$ cat src/rtl/obs_split_24bit.sv
// Operand splitter for the OBS GF(2) multiplier: splits A/B into even/odd bit
// subwords plus their XOR sums, buffered in a 2-entry valid/ready FIFO.
module obs_split_24bit #(
    parameter int N     = 24,
    parameter int CNT_W = 16,
    localparam int H    = N / 2
) (
    input  logic             clk,
    input  logic             rst_n,
    input  logic             in_valid,
    output logic             in_ready,
    input  logic [N-1:0]     A_in,
    input  logic [N-1:0]     B_in,
    output logic             out_valid,
    input  logic             out_ready,
    output logic [H-1:0]     Ae_out,
    output logic [H-1:0]     Ao_out,
    output logic [H-1:0]     Be_out,
    output logic [H-1:0]     Bo_out,
    output logic [H-1:0]     As_out,
    output logic [H-1:0]     Bs_out,
    output logic [CNT_W-1:0] acc_count
);

    localparam int EW = 6 * H;

    localparam logic [1:0] ST_EMPTY = 2'd0;
    localparam logic [1:0] ST_ONE   = 2'd1;
    localparam logic [1:0] ST_FULL  = 2'd2;

    logic [1:0]       r_occ;
    logic [1:0]       w_occ_nxt;
    logic             r_wr_ptr;
    logic             r_rd_ptr;
    logic             r_in_ready;
    logic [EW-1:0]    r_mem [2];
    logic [CNT_W-1:0] r_acc_count;

    logic [H-1:0]     w_ae;
    logic [H-1:0]     w_ao;
    logic [H-1:0]     w_be;
    logic [H-1:0]     w_bo;
    logic [EW-1:0]    w_entry;
    logic [EW-1:0]    w_head;
    logic             w_push;
    logic             w_pop;

    always_comb begin
        w_ae = '0;
        w_ao = '0;
        w_be = '0;
        w_bo = '0;
        for (int i = 0; i < H; i++) begin
            w_ae[i] = A_in[2*i];
            w_ao[i] = A_in[2*i+1];
            w_be[i] = B_in[2*i];
            w_bo[i] = B_in[2*i+1];
        end
    end

    // Entry layout, MSB first: As, Bs, Ae, Ao, Be, Bo
    assign w_entry = {w_ae ^ w_ao, w_be ^ w_bo, w_ae, w_ao, w_be, w_bo};

    assign w_push = in_valid && r_in_ready;
    assign w_pop  = (r_occ != ST_EMPTY) && out_ready;

    always_comb begin
        w_occ_nxt = r_occ;
        case (r_occ)
            ST_EMPTY: w_occ_nxt = w_push ? ST_ONE : ST_EMPTY;
            ST_ONE: begin
                if (w_push && !w_pop)
                    w_occ_nxt = ST_FULL;
                else if (w_pop && !w_push)
                    w_occ_nxt = ST_EMPTY;
                else
                    w_occ_nxt = ST_ONE;
            end
            ST_FULL:  w_occ_nxt = w_pop ? ST_ONE : ST_FULL;
            default:  w_occ_nxt = ST_EMPTY;
        endcase
    end

    // in_ready comes from the next-state decode so it is a pure register output
    always_ff @(posedge clk or negedge rst_n) begin
        if (!rst_n) begin
            r_occ       <= ST_EMPTY;
            r_wr_ptr    <= 1'b0;
            r_rd_ptr    <= 1'b0;
            r_in_ready  <= 1'b1;
            r_acc_count <= '0;
            r_mem[0]    <= '0;
            r_mem[1]    <= '0;
        end else begin
            r_occ      <= w_occ_nxt;
            r_in_ready <= (w_occ_nxt != ST_FULL);
            if (w_push) begin
                r_mem[r_wr_ptr] <= w_entry;
                r_wr_ptr        <= ~r_wr_ptr;
                r_acc_count     <= r_acc_count + 1'b1;
            end
            if (w_pop)
                r_rd_ptr <= ~r_rd_ptr;
        end
    end

    assign w_head    = r_mem[r_rd_ptr];
    assign As_out    = w_head[6*H-1 -: H];
    assign Bs_out    = w_head[5*H-1 -: H];
    assign Ae_out    = w_head[4*H-1 -: H];
    assign Ao_out    = w_head[3*H-1 -: H];
    assign Be_out    = w_head[2*H-1 -: H];
    assign Bo_out    = w_head[H-1 -: H];
    assign out_valid = (r_occ != ST_EMPTY);
    assign in_ready  = r_in_ready;
    assign acc_count = r_acc_count;

endmodule
$ cat config.mk
export PLATFORM = sky130hd
export DESIGN_NAME = obs_split_24bit
export DESIGN_NICKNAME = d
export VERILOG_FILES = /design/src/rtl/obs_split_24bit.sv
export SDC_FILE = /design/constraint.sdc
export NUM_CORES = 1
export LEC_CHECK = 0
export BUFFER_PORTS_ARGS = -buffer_cell sky130_fd_sc_hd__buf_2
export CAP_MARGIN = 20
export CORE_ASPECT_RATIO = 0.75
export CORE_MARGIN = 4
export CORE_UTILIZATION = 60
export CTS_CLUSTER_DIAMETER = 40
export DETAILED_ROUTE_END_ITERATION = 7
export HOLD_SLACK_MARGIN = 0.12
export PLACE_DENSITY = 0.84
export SYNTH_ARGS = -nofsm -noshare
export SYNTH_HDL_FRONTEND = slang
export SYNTH_SLANG_ARGS = --single-unit
$ cat constraint.sdc
create_clock -name clk -period 2.51 [get_ports clk]
set_input_delay 0.1255 -clock clk [delete_from_list [all_inputs] [get_ports clk]]
set_output_delay 0.1255 -clock clk [all_outputs]
set_load 0.1 [all_outputs]
# --- After elaboration in Yosys (flattened, before gate mapping) ---
# Index checks and enable logic that the tools add are counted.
op_classes:
  addsub: 1
  magnitude_cmp: 3
  n_eq_ne: 3
  n_mux: 11
  n_bitwise: 6
  n_reduce_logical: 9
ops:
  columns: ["cell", "n"]
  rows:
  - ["$mux W72", 4]
  - ["$bwmux W144", 1]
  - ["$demux W72 S1", 1]
  - ["$xor A12 B12 Y12", 2]
  - ["$add A16 B1 Y16 const B", 1]
  - ["$pmux W2 S3", 1]
  - ["$logic_and A1 B1 Y1", 5]
  - ["$ge A2 B2 Y1 const B", 2]
  - ["$mux W2", 2]
  - ["$not A1 Y2", 2]
  - ["$eq A2 B1 Y1 const B", 1]
  - ["$eq A2 B2 Y1 const B", 1]
  - ["$logic_not A1 Y1", 2]
  - ["$logic_not A2 Y1", 1]
  - ["$lt A2 B1 Y1 const B", 1]
  - ["$mux W1", 2]
  - ["$ne A2 B2 Y1 const B", 1]
  - ["$not A1 Y1", 2]
  - ["$reduce_bool A2 Y1", 1]
word_totals:
  register_bits: 165
  out_inout_bits: 90
  elab_cells: 40

# --- Logic depth before layout (Yosys ltp) ---
logic_depth:
  ltp_word: 7
  ltp_mapped: 8
  depth_no_buf: 5

# --- Worst setup path before layout ---
# Ideal clock, no wire load.
synth_timing:
  kind: "register -> register"
  startpoint: "reg r_acc_count[0] (netlist: acc_count[0])"
  endpoint: "reg r_acc_count[12] (netlist: acc_count[12])"
  setup_time_ns: 0.163
  arrival_time_ns: 1.828
  required_time_ns: 2.347
  slack_ns: 0.519
  stages_incl_launch_ff: 6
  n_path_buf: 0
  synth_period_minus_slack_ns: 1.991
  path_cell_list: "dfrtp_1 > ha_1 > and3_1 > nand3_1 > nor2_1 > xor2_1"
synth_via:
  elab_chain_cells: 1
synth_lines:
  columns: ["item", "line", "text"]
  rows:
  - ["from (decl)", "37", "logic [CNT_W-1:0] r_acc_count;"]
  - ["from (signal assigned)", "100", "r_acc_count <= r_acc_count + 1'b1;"]
  - ["$add A16 B1 Y16", "100", null]
# Every way passes these cells.
# A chain may end at the register's enable or synchronous reset.

# --- Worst setup path after layout ---
layout_timing:
  startpoint: "reg r_rd_ptr"
  endpoint: "out As_out[3]"
layout_via:
  elab_chain_cells: 4
layout_lines:
  columns: ["item", "line", "text"]
  rows:
  - ["from (decl)", "34", "logic r_rd_ptr;"]
  - ["from (signal assigned)", "103", "r_rd_ptr <= ~r_rd_ptr;"]
  - ["$not A1 Y2 (implied by the code)", "107", "assign w_head = r_mem[r_rd_ptr];"]
  - ["$mux W72 (implied by the code) (3 in a row)", "107", null]
  - ["to (decl)", "20", "output logic [H-1:0] As_out,"]
# Every way passes these cells. The select of a mux whose other input is x is not followed.

==> metrics.md <==
| Metric | Value |
|---|---|
| Status | `completed` |
| Synthesized area | `7480 µm²` |
| Seq/Total Area, Yosys | `55.2%` |
| DR WL/cell | `17.6 µm` |
| Buf/Inv on CP | `2` |
| Crit Path Class | `flip-flop to output pin` |
| Setup TNS | `0 ns` |
| Crit-path max FO | `73` |
| Routed WL | `16000 µm` |
| DRC Markers | `0` |
| Slew Viols, Final | `0` |
| Ant. Diodes | `0` |
| Max stage delay on crit path | `0.40 ns` |
| Final-report hold violation count | `0` |
| Worst Setup End Kind | `output pin` |
| Final #Nets | `788` |
| RSZ-0062 raised after global routing | `false` |
| Growth of design area from synthesis to finish | `25.5%` |
| Worst Skew | `0.0100 ns` |
| Fill count | `742` |
| Area post-placement | `8310 µm²` |
| Iteration-0 DRC Markers | `280` |
| Cell Rows | `35` |
| Io pins | `142` |
| Vias in the first global route | `5334` |
| Crit path DAT | `1.88 ns` |
| Routability cong. | `0.796` |
| Starting Density | `61.0%` |
| FF+latch count, synth | `165` |
| Post-DRT Antenna Nets | `0` |
| Via density per instance | `5.34` |
| Horiz. Die Dim | `137 µm` |
| Max-cap viol count | `0` |
| Clk sinks | `165` |
| Clock latency on the worst-skew pair | `0.41 ns` |
| CP max-delay cell | `mux2_2` |
| Fmax | `499 MHz` |
| Number of buffers created by CTS | `17` |
| Global Route met1 Usage | `32.5%` |
| Tmin final | `2.01 ns` |
| I/O Buffers | `141` |
| Initial DRT Pass Iterations | `4` |
| Core Box Area | `12300 µm²` |
| DP HPWL | `10100 µm` |
| Largest net degree at the start of global routing | `97` |
| CP top delay family | `buffers and inverters` |
| Worst slew pin tran | `0.600 ns` |
| First-pass GRT wire length | `26800 µm` |
| Post_cts resized | `0` |
| WP data required | `2.38 ns` |
| CP cell instances | `buf_12 -> mux2_2 -> buf_2` |
| Max-slew headroom | `60.0%` |
| Busiest grt layer | `met2` |
| Syn Inst Count | `545` |
| Clk buf depth | `2` |
| Synth warnings | `0` |
| # setup viols final | `0` |
| Tcrit/Tclk final | `79.9%` |
| Root Buffer | `clkbuf_16` |
| Share of layout cells above drive strength 1 | `47.8%` |
| GR met2 Demand/Resource | `37.6%` |
| Crit path launch type | `flip-flop` |
| Clock transition at path regs | `0.06 ns` |
| Fin area | `9390 µm²` |
| Clock H-tree levels | `4` |
| Die footprint | `14300 µm²` |
| # Post-CTS Setup Buffers | `0` |
| Die H | `105 µm` |
| TritonCTS clock tree | `yes` |
| Total global-route track usage | `23.7%` |
| Net count after synthesis | `599` |
| Average size of a mapped cell | `13.7 µm²` |
| Hold buffers post-CTS | `51` |
| Met3 Usage GRT | `7.22%` |
| Hold WC Path Type | `input pin to async pin` |
| Unique cell type count in the Yosys netlist | `29` |
| Via count | `4878` |
| Initial antenna violation count | `0` |
| GR Overflow Total | `0` |
## worst register-to-register path, cell delays in order (launching register included)
cell	delay, ns
dfstp_2	0.56
nand2_2	0.11
inv_4	0.13
nand2b_4	0.07
buf_4	0.31
mux2_4	0.40
## kinds of logic (layout without fill, tap and decap cells)
kind of cell / count (synthesis) / count (layout) / synth area share (%)
mux: 169 / 169 / 27.9
flops: 165 / 165 / 55.2
simple gates: 85 / 85 / 5.32
compound gates: 51 / 51 / 3.44
xor+xnor: 40 / 40 / 4.68
buf+inv: 33 / 235 / 3.08
fa+ha+maj: 2 / 2 / 0.334
## path summary, 6_finish.rpt
| kind | from | slack, ns | cells after the start | endpoint |
|---|---|---|---|---|
| min in group clk | acc_count[15] | 0.47 | 1 | acc_count[15] |
| worst min-delay path | rst_n | 0.23 | 2 | acc_count[12] |
| worst max register to register | in_ready | 0.83 | 5 | r_mem[112] |
| worst min register to register | acc_count[15] | 0.47 | 1 | acc_count[15] |
| max in group asynchronous | rst_n | 1.46 | 3 | in_ready |
| worst max-delay path | r_rd_ptr | 0.50 | 3 | As_out[3] |
## area by class of cell
type,count,area (µm²),share of cell area (%)
flip-flops and latches,165,4130,44.0
multi-input cells,347,3130,33.4
repair buffers,200,1330,14.2
clock buffers,20,437,4.65
well taps,166,208,2.21
clock inverters,12,133,1.41
inverters,3,13.8,0.147
## placed cells by master (no fill, tap or decap), types with 3 or more instances in the layout
master,n
clkbuf_1,3
nand2_1,57
dlygate4sd3_1,51
o21ai_1,24
xnor2_1,35
clkbuf_16,17
xor2_1,5
mux2_2,119
buf_2,140
clkinvlp_4,6
buf_4,4
dfrtp_1,163
mux2_4,50
nand4_1,5
nor2_1,7
o21ai_0,25
buf_12,4
nand3_1,3
## metrics by stage
stage	std cells	utilization (%)	setup slack, ns	hold slack [ns]
finish	913	76.6	0.504	0.235
global route	913	76.6	0.438	0.270
CTS	913	76.6	0.491	0.247
detailed placement	830	67.8	0.850	0.120
global placement	830	67.8	0.918	0.108
floorplan	545	-	0.519	-0.170
## metal layers
metal	vias to the layer above	wire length, µm
li1	2271	-
met3	12	878
met4	0	130
met1	2473	7270
met5	-	0
met2	122	7750
## state kept, by name, summed over array words and instances, names as in the netlist
register	flops
r_rd_ptr	1
r_mem	144
acc_count	16
r_wr_ptr	1
in_ready	1
r_occ	2
## cell usage after synthesis
master / instances / area share (%)
dfrtp_1: 164 / 55
mux2_4: 50 / 10
nand4_1: 5 / 0.42
nor3_2: 2 / 0.27
inv_4: 1 / 0.084
buf_6: 10 / 1.5
xnor2_1: 35 / 4.1
or2_2: 1 / 0.084
nand3_1: 3 / 0.20
a21oi_1: 1 / 0.067
xor2_1: 5 / 0.59
buf_4: 3 / 0.30
dfstp_2: 1 / 0.35
nand2_2: 2 / 0.17
nand2_1: 57 / 2.9
nand4_4: 1 / 0.28
and3_1: 2 / 0.17
ha_1: 2 / 0.33
mux2_2: 119 / 18
nor2_1: 7 / 0.35
buf_2: 14 / 0.94
nand2b_1: 1 / 0.084
o21ai_1: 24 / 1.6
inv_1: 2 / 0.10
o21a_1: 1 / 0.10
o21ai_0: 25 / 1.7
clkbuf_1: 3 / 0.15
and4_1: 2 / 0.23
nand3b_1: 2 / 0.20
Power is left out: the tool's default activity adds up to more than one toggle a clock period on the data nets, which glitch-free logic cannot reach.
